$ cat src/rtl/te_pkg.sv
// te_pkg: state encoding and default parameters shared by radio_timing_engine.
// FAULT is only part of the encoding when TE_PLL_TIMEOUT_EN is defined.
package te_pkg;
    localparam int TE_NUM_CH      = 2;
    localparam int TE_CNT_WIDTH   = 8;
    localparam int TE_TIMEOUT_CYC = 1000;

    typedef enum logic [2:0] {
        IDLE,
        WAIT_PLL,
        ARST,
        ACTIVE
`ifdef TE_PLL_TIMEOUT_EN
        , FAULT
`endif
    } te_state_t;
endpackage

$ cat src/rtl/te_channel_fsm.sv
// te_channel_fsm: per-channel enable sequencer (PLL wait, settle delay, two output stages).
// TE_PLL_TIMEOUT_EN adds a WAIT_PLL watchdog that parks the channel in FAULT.
module te_channel_fsm
    import te_pkg::*;
#(
    parameter int CNT_WIDTH = TE_CNT_WIDTH
`ifdef TE_PLL_TIMEOUT_EN
    , parameter int TIMEOUT_CYC = TE_TIMEOUT_CYC
`endif
) (
    input  logic                 clk,
    input  logic                 nReset,
    input  logic                 en,
    input  logic                 rx,
    input  logic                 pll,
    input  logic [CNT_WIDTH-1:0] t_arst,
    output logic                 enable1,
    output logic                 rx_en1,
    output logic                 enable2,
    output logic                 rx_en2,
    output logic                 pll_timeout,
    output logic                 busy
);
    te_state_t            state_q, state_d;
    logic [CNT_WIDTH-1:0] cnt_q, cnt_d;
    logic                 en1_q, en1_d, rx1_q, rx1_d, en2_q, en2_d, rx2_q, rx2_d;
`ifdef TE_PLL_TIMEOUT_EN
    localparam int WD_W = $clog2(TIMEOUT_CYC + 1);
    logic [WD_W-1:0] wd_q, wd_d;
`endif

    always_comb begin
        state_d = state_q;
        cnt_d   = cnt_q;
`ifdef TE_PLL_TIMEOUT_EN
        wd_d    = '0;
`endif
        case (state_q)
            IDLE: state_d = WAIT_PLL;
            WAIT_PLL: begin
                if (pll) begin
                    state_d = (t_arst == '0) ? ACTIVE : ARST;
                    cnt_d   = t_arst;
                end
`ifdef TE_PLL_TIMEOUT_EN
                else if (wd_q == WD_W'(TIMEOUT_CYC - 1)) state_d = FAULT;
                else wd_d = wd_q + 1'b1;
`endif
            end
            ARST: begin
                if (!pll) state_d = WAIT_PLL;
                else if (cnt_q == CNT_WIDTH'(1)) state_d = ACTIVE;
                else cnt_d = cnt_q - 1'b1;
            end
            default: ;
        endcase
        // Dropping the request wins over lock, count expiry and fault alike.
        if (!en) state_d = IDLE;
        en1_d = (state_d == ACTIVE);
        rx1_d = en1_d & rx;
        en2_d = en1_q;
        rx2_d = rx1_q;
    end

    always_ff @(posedge clk or negedge nReset) begin
        if (!nReset) begin
            state_q <= IDLE;
            cnt_q   <= '0;
            en1_q   <= 1'b0;
            rx1_q   <= 1'b0;
            en2_q   <= 1'b0;
            rx2_q   <= 1'b0;
`ifdef TE_PLL_TIMEOUT_EN
            wd_q    <= '0;
`endif
        end else begin
            state_q <= state_d;
            cnt_q   <= cnt_d;
            en1_q   <= en1_d;
            rx1_q   <= rx1_d;
            en2_q   <= en2_d;
            rx2_q   <= rx2_d;
`ifdef TE_PLL_TIMEOUT_EN
            wd_q    <= wd_d;
`endif
        end
    end

    assign enable1 = en1_q;
    assign rx_en1  = rx1_q;
    assign enable2 = en2_q;
    assign rx_en2  = rx2_q;
    assign busy    = (state_q != IDLE);
`ifdef TE_PLL_TIMEOUT_EN
    assign pll_timeout = (state_q == FAULT);
`else
    assign pll_timeout = 1'b0;
`endif
endmodule

$ cat src/rtl/radio_timing_engine.sv
// radio_timing_engine: request synchronisers plus one te_channel_fsm per radio channel.
// Define TE_PLL_TIMEOUT_EN to enable the per-channel PLL-wait watchdog.
module radio_timing_engine
    import te_pkg::*;
#(
    parameter int NUM_CH      = TE_NUM_CH,
    parameter int CNT_WIDTH   = TE_CNT_WIDTH,
    parameter int TIMEOUT_CYC = TE_TIMEOUT_CYC
) (
    input  logic                 clk,
    input  logic                 nReset,
    input  logic [NUM_CH-1:0]    radioEnableUnsynced,
    input  logic [NUM_CH-1:0]    radioRxEnUnsynced,
    input  logic [NUM_CH-1:0]    pllSettled,
    input  logic [CNT_WIDTH-1:0] tArstFs,
    output logic [NUM_CH-1:0]    radioEnableSynced,
    output logic [NUM_CH-1:0]    radioRxEnSynced,
    output logic [NUM_CH-1:0]    radioEnable1,
    output logic [NUM_CH-1:0]    radioRxEn1,
    output logic [NUM_CH-1:0]    radioEnable2,
    output logic [NUM_CH-1:0]    radioRxEn2,
    output logic [NUM_CH-1:0]    pllTimeout,
    output logic                 busy
);
    logic [NUM_CH-1:0] en_s1_q, en_s1_d, en_s2_q, en_s2_d;
    logic [NUM_CH-1:0] rx_s1_q, rx_s1_d, rx_s2_q, rx_s2_d;
    logic [NUM_CH-1:0] busy_ch;

    if (TIMEOUT_CYC < 1) begin : g_bad_timeout
        $error("TIMEOUT_CYC must be at least 1");
    end

    always_comb begin
        en_s1_d = radioEnableUnsynced;
        en_s2_d = en_s1_q;
        rx_s1_d = radioRxEnUnsynced;
        rx_s2_d = rx_s1_q;
    end

    always_ff @(posedge clk or negedge nReset) begin
        if (!nReset) begin
            en_s1_q <= '0;
            en_s2_q <= '0;
            rx_s1_q <= '0;
            rx_s2_q <= '0;
        end else begin
            en_s1_q <= en_s1_d;
            en_s2_q <= en_s2_d;
            rx_s1_q <= rx_s1_d;
            rx_s2_q <= rx_s2_d;
        end
    end

    assign radioEnableSynced = en_s2_q;
    assign radioRxEnSynced   = rx_s2_q;

    for (genvar i = 0; i < NUM_CH; i++) begin : g_ch
        te_channel_fsm #(
            .CNT_WIDTH   (CNT_WIDTH)
`ifdef TE_PLL_TIMEOUT_EN
            , .TIMEOUT_CYC(TIMEOUT_CYC)
`endif
        ) u_ch (
            .clk         (clk),
            .nReset      (nReset),
            .en          (en_s2_q[i]),
            .rx          (rx_s2_q[i]),
            .pll         (pllSettled[i]),
            .t_arst      (tArstFs),
            .enable1     (radioEnable1[i]),
            .rx_en1      (radioRxEn1[i]),
            .enable2     (radioEnable2[i]),
            .rx_en2      (radioRxEn2[i]),
            .pll_timeout (pllTimeout[i]),
            .busy        (busy_ch[i])
        );
    end

    assign busy = |busy_ch;
endmodule

$ cat config.mk
export PLATFORM = sky130hd
export DESIGN_NAME = radio_timing_engine
export DESIGN_NICKNAME = d
export VERILOG_FILES = /design/src/rtl/te_pkg.sv /design/src/rtl/te_channel_fsm.sv /design/src/rtl/radio_timing_engine.sv
export SDC_FILE = /design/constraint.sdc
export NUM_CORES = 1
export LEC_CHECK = 0
export CORE_UTILIZATION = 46
export CTS_CLUSTER_DIAMETER = 60
export DETAILED_ROUTE_END_ITERATION = 10
export GPL_TIMING_DRIVEN = 0
export PLACE_DENSITY = 0.7
export SYNTH_ARGS = -nofsm -noshare
export SYNTH_HDL_FRONTEND = slang
export SYNTH_SLANG_ARGS = --single-unit
export TNS_END_PERCENT = 20
$ cat constraint.sdc
create_clock -name clk -period 5.3 [get_ports clk]
set_clock_uncertainty 0.1 [all_clocks]
set_input_delay 0.53 -clock clk [delete_from_list [all_inputs] [get_ports clk]]
set_output_delay 0.53 -clock clk [all_outputs]
set_load 0.05 [all_outputs]
==> results.md <==
* Final Hold Vio Count at 0
* First-iteration detailed-routing DRC count at 151
* Sequential cell area fraction in the yosys report at 0.4688
* CP required at 4670 ps
* First-pass GRT wire length at 7224 um
* Max Freq at 0.4047 GHz
* Initial antenna violation count at 0
* Peak VDD IR at 203.3 uV
* Crit-path max FO at 7
* # IOs at 31
* Wire length per cell at 16.06 um
* Synth Flop Type: dfrtp_1
* Number of max-cap violations at 0
* Drt total wl at 4432 um
* Cell count after synthesis at 189
* Arr. time, crit path at 1840 ps
* Port Buf Inserts at 28
* Synth area leaders: dfrtp_1 (47%), buf_4 (5.2%), o2bb2ai_1 (4.8%), o21ai_0 (4.7%), ha_1 (2.5%)
* CP endpoint kind: primary output
* Synth Register Bits at 38
* Worst path max stage delay at 700 ps
* Max clock buf depth at 2
* Area after DPL at 2370 um2
* Area leader, netlist: dfrtp_1
* Residual DRC count at 0
* Die Ht at 68.40 um
* Row Count at 23
* Die ar. at 4679 um2
* Number of post-CTS setup repair buffers at 0
* NumNets Final at 245
* Vias per std cell at 5.855
* Cell with the most instances after synthesis: dfrtp_1
* CTS Sinks at 38
* Leakage at 1.066 nW
* Post-cts sizing count at 0
* CTS tree: yes
* Router iterations before antenna repair at 4
* EDFF count, synth at 0
* Reg clk slew, reported paths at 70 ps
* CTS HTree Levels at 2
* Via count at 1616
* Core box area at 4115 um2
* Fraction of the cycle the final worst path needs at 0.4662
* Critical path cell sequence: nor4_1, nand2_1, clkdlybuf4s50_1
* Layout Cells excl Fill at 276
* Total CTS buffers at 5
* Placed insts at 268
* Final design utilization at 0.6105
* Number of global-route vias before repair at 1477
* RR Endpoint: g_ch[1].u_ch.cnt_q[1]$_DFFE_PN0P_
* Synthesized area per cell at 10.73 um2
* Root buf cell: clkbuf_8
* Relative slew slack at 0.4341
* Fraction of layout cells with a size suffix above 1 at 0.1814
* Grt ovf at 0
* Max stage delay cell, worst path: clkdlybuf4s50_1
* Final Critical Period at 2471 ps
* YS warnings at 0
* Synth Cell Area at 2028 um2
* Final GP Congestion at 0.9106
* Power Dens Cells at 360.8 nW/um2
* Worst skew pair latency at 290 ps
* Worst min path class: input port to async pin
* Initial Utilization at 0.4929
* Top-area cell type share of the netlist area at 0.4688
* Post-DRT Antenna Nets at 0
* Total track usage at 0.2173
* Final instance area at 2512 um2
* R2R Setup Slk at 3180 ps
* RSZ-0062 raised after global routing: false
* Top post-synthesis cells by count: dfrtp_1 (38), o21ai_0 (19), buf_4 (14), o2bb2ai_1 (11), inv_1 (8)
* Worst R2R Path Depth at 6
* Yosys cell types at 48
* Tightest Pin Transition at 848.9 ps
* CP Class: register to primary output
* Diodes inserted at 0
* Die X-Extent at 68.40 um
* Final HPWL DP at 3149 um
* Async SR Flop Fraction at 1.000
* Cts hold-fix bufs at 0
* Area grow syn2layout at 23.87%
* Largest net degree at the start of global routing at 39
* Status: completed
* Pins Over Slew Limit at 0
* Setup violators final at 0
* Setup TNS at 0 ps
* RR Startpoint: g_ch[1].u_ch.cnt_q[1]$_DFFE_PN0P_
* CP Launch Type: register
[power by group]
| part | internal (W) | switching [W] |
|---|---|---|
| registers | 0.000334 | 0.0000486 |
| clock network | 0.000201 | 0.000101 |
| logic | 0.000101 | 0.000121 |
| total | 0.000635 | 0.000271 |
[registers in the layout, indices dropped and copies added, names as in the netlist]
register / flops
g_ch.u_ch.cnt_q: 16
g_ch.u_ch.state_q: 6
en_s1_q: 2
g_ch.u_ch.enable1: 2
g_ch.u_ch.enable2: 2
g_ch.u_ch.rx_en1: 2
g_ch.u_ch.rx_en2: 2
radioEnableSynced: 2
radioRxEnSynced: 2
rx_s1_q: 2
[per-stage QoR]
stage                     worst slack, ps  hold WS [ps]  total power (W)
after global placement               2739         233.0        0.0005987
after CTS                            2817         255.5        0.0009138
final                                2829         243.9        0.0009064
after floorplan                      3350         134.4        0.0005370
after global routing                 2719         260.3        0.0009595
after detailed placement             2967         237.9        0.0006071
[metal layers]
metal,GRT usage,part of all wire
met5,0,0
met4,0.08073,0.014
met3,0.06333,0.043
met2,0.3517,0.51
met1,0.2723,0.44
[logic make-up after synthesis]
| logic type | share of synthesized area |
|---|---|
| AND/OR/NAND/NOR | 0.1530 |
| adder cells (fa/ha/maj) | 0.02468 |
| AO/OA/AOI/OAI | 0.2529 |
| other | 0.001849 |
| multiplexers | 0.01295 |
| flip-flops | 0.4688 |
| buffers and inverters | 0.08575 |
[cells in the final DEF (no fill, tap or decap), drive strengths merged]
cell type      netlist  routed
and4                 1       1
mux2                 2       2
nor2b                4       4
clkdlybuf4s50        0      27
a31oi                2       2
a21boi               2       2
or3                  1       1
nor2                 7       7
a21o                 1       1
o21ai               21      21
nor3                 5       5
o21a                 4       4
a211o                1       1
a311oi               1       1
nand3                1       1
o2bb2ai             11      11
nand2                6       6
o31a                 1       1
and2                 2       2
nor4b                1       1
or4                  2       2
nor4                 6       6
nand2b               2       2
and3                 2       2
a32oi                1       1
buf                 17      18
o211a                1       1
nor3b                4       4
conb                 1       2
o221ai               5       5
o211ai               4       4
ha                   4       4
dfrtp               38      38
bufinv               0       2
or3b                 4       4
a22oi                4       4
a21oi                6       6
inv                  8       8
clkbuf               3       9
a2bb2oi              3       3
[worst max-delay path, delay by kind of cell, from the launching register on]
family	cells	cell delay, ps
flops	1	470
simple gates	2	380
buf+inv	1	700
[worst max-delay path by stage]
stage | endpoint | startpoint | depth (start not counted) | slack (ps)
6_report | busy | g_ch[0].u_ch.state_q[0]$_DFF_PN0_ | 3 | 2830
5_1_grt | busy | g_ch[0].u_ch.state_q[0]$_DFF_PN0_ | 3 | 2720
4_1_cts | busy | g_ch[0].u_ch.state_q[0]$_DFF_PN0_ | 3 | 2820
3_5_place_dp | g_ch[0].u_ch.rx_en1$_DFF_PN0_ | tArstFs[0] | 5 | 2970
3_3_place_gp | rx_s1_q[0]$_DFF_PN0_ | nReset | 1 | 2740
2_1_floorplan | g_ch[1].u_ch.cnt_q[1]$_DFFE_PN0P_ | g_ch[1].u_ch.cnt_q[1]$_DFFE_PN0P_ | 6 | 3350
[cell type report]
class / instances / area (um2)
fill: 356 / 1603
buffer: 20 / 143.9
tap: 50 / 62.56
clock buffer: 6 / 82.58
sequential: 38 / 950.9
clock inverter: 2 / 60.06
timing repair buffer: 28 / 275.3
multi-input combinational: 124 / 907.1
inverter: 8 / 30.03
(Power assumes the default switching activity.)
==> RTL change, RTL diff (same settings) <==
Add a define of `TE_PLL_TIMEOUT_EN`.
--- a/src/rtl/te_pkg.sv
+++ b/src/rtl/te_pkg.sv
@@ -2,2 +2,4 @@
 // FAULT is only part of the encoding when TE_PLL_TIMEOUT_EN is defined.
+`define TE_PLL_TIMEOUT_EN
+
 package te_pkg;
Function: no difference found for any inputs over 10 cycles, from zero or initial values and one cycle with nReset low; that may be too few to reach the edited logic, so the function may still have changed.
==> RTL change against the original RTL <==
Setup slack lost 240 ps. Design area increased by 47%. Synthesized area up 51%. Global-route usage down 2.6 points. Sequential power is 40% higher. Core utilization shrank 3.3 points. Power up 34%. Sequential cell count is 20 higher. Synthesized cell count rose by 65%. Wire length rose by 39%. Highest routed layer unchanged.
==> RTL change: results <==
set metrics [dict create \
    outcome "finished, final reports clean" \
    ys_seq_area_frac 0.475 \
    wl_mm 6.16 \
    synth_compound_area_frac 0.162 \
    wl_met3_um 327 \
    synth.area.mux_share 0.00737 \
    grt_pass1_vias 2234 \
    grt_use_met2 0.282 \
    nets 375 \
    fillers 569 \
    synthTopCellsByArea "dfrtp_1, nor2_1, buf_4, o21ai_0, nand2_1" \
    crit_arrival_ps 2080 \
    grt.total_usage 0.192 \
    synth-xor-area-share 0.0458 \
    slew_headroom 0.462 \
    crit_path_max_fanout 10 \
    grt_pass1_wl_mm 10.6 \
    met1_usage 0.270 \
    cts-htree-levels 3 \
    drive_gt1_frac 0.137 \
    synth_fa_ha_area_frac 0.0246 \
    clk_latency_ps 340 \
    dp_cells 419 \
    p_leak_uw 0.00157 \
    met2_length_mm 2.75 \
    dp_hpwl_mm 4.38 \
    viasPerCell 5.51 \
    io_buffers 30 \
]
[RTL change: path summary, 6_finish.rpt]
kind                                               from                       to  slack, ps
min in group clk                             rx_s1_q[0]       radioRxEnSynced[0]        250
max in group asynchronous                        nReset  g_ch[1].u_ch.state_q[2]       4480
worst max register to register  g_ch[1].u_ch.state_q[2]    g_ch[1].u_ch.cnt_q[1]       3010
worst min register to register               rx_s1_q[0]       radioRxEnSynced[0]        250
worst min-delay path                             nReset    g_ch[0].u_ch.cnt_q[2]         40
worst max-delay path            g_ch[0].u_ch.state_q[0]                     busy       2590
[RTL change: layout make-up]
cell class,instances,area share
flip-flops and latches,58,0.394
multi-input cells,211,0.377
repair buffers,31,0.0855
plain buffers,25,0.0407
clock buffers,11,0.0383
well taps,77,0.0261
clock inverters,5,0.0210
inverters,17,0.0173
[RTL change: cells by family (layout without fill, tap and decap cells)]
group | count (synthesis) | count (layout)
simple gates | 117 | 117
fa+ha+maj | 6 | 6
buf+inv | 42 | 89
flops | 58 | 58
xor+xnor | 16 | 16
compound gates | 70 | 70
mux | 2 | 2
[RTL change: power by group through the flow]
| stage | combinational (uW) | clock, uW | sequential (uW) |
|---|---|---|---|
| floorplan | 160 | 0 | 532 |
| global placement | 222 | 0 | 543 |
| detailed placement | 226 | 0 | 543 |
| CTS | 228 | 459 | 536 |
| global route | 252 | 483 | 545 |
| finish | 228 | 450 | 537 |
[RTL change: metrics by stage]
stage                     power [uW]  hold slack, ps  cell area, sq um   util
after detailed placement         770             235              3470  0.543
after global routing            1280            69.9              3690  0.577
after CTS                       1220            46.0              3690  0.577
after floorplan                  692             134              3060      -
final                           1220            39.1              3690  0.577
after global placement           765             234              3450  0.541
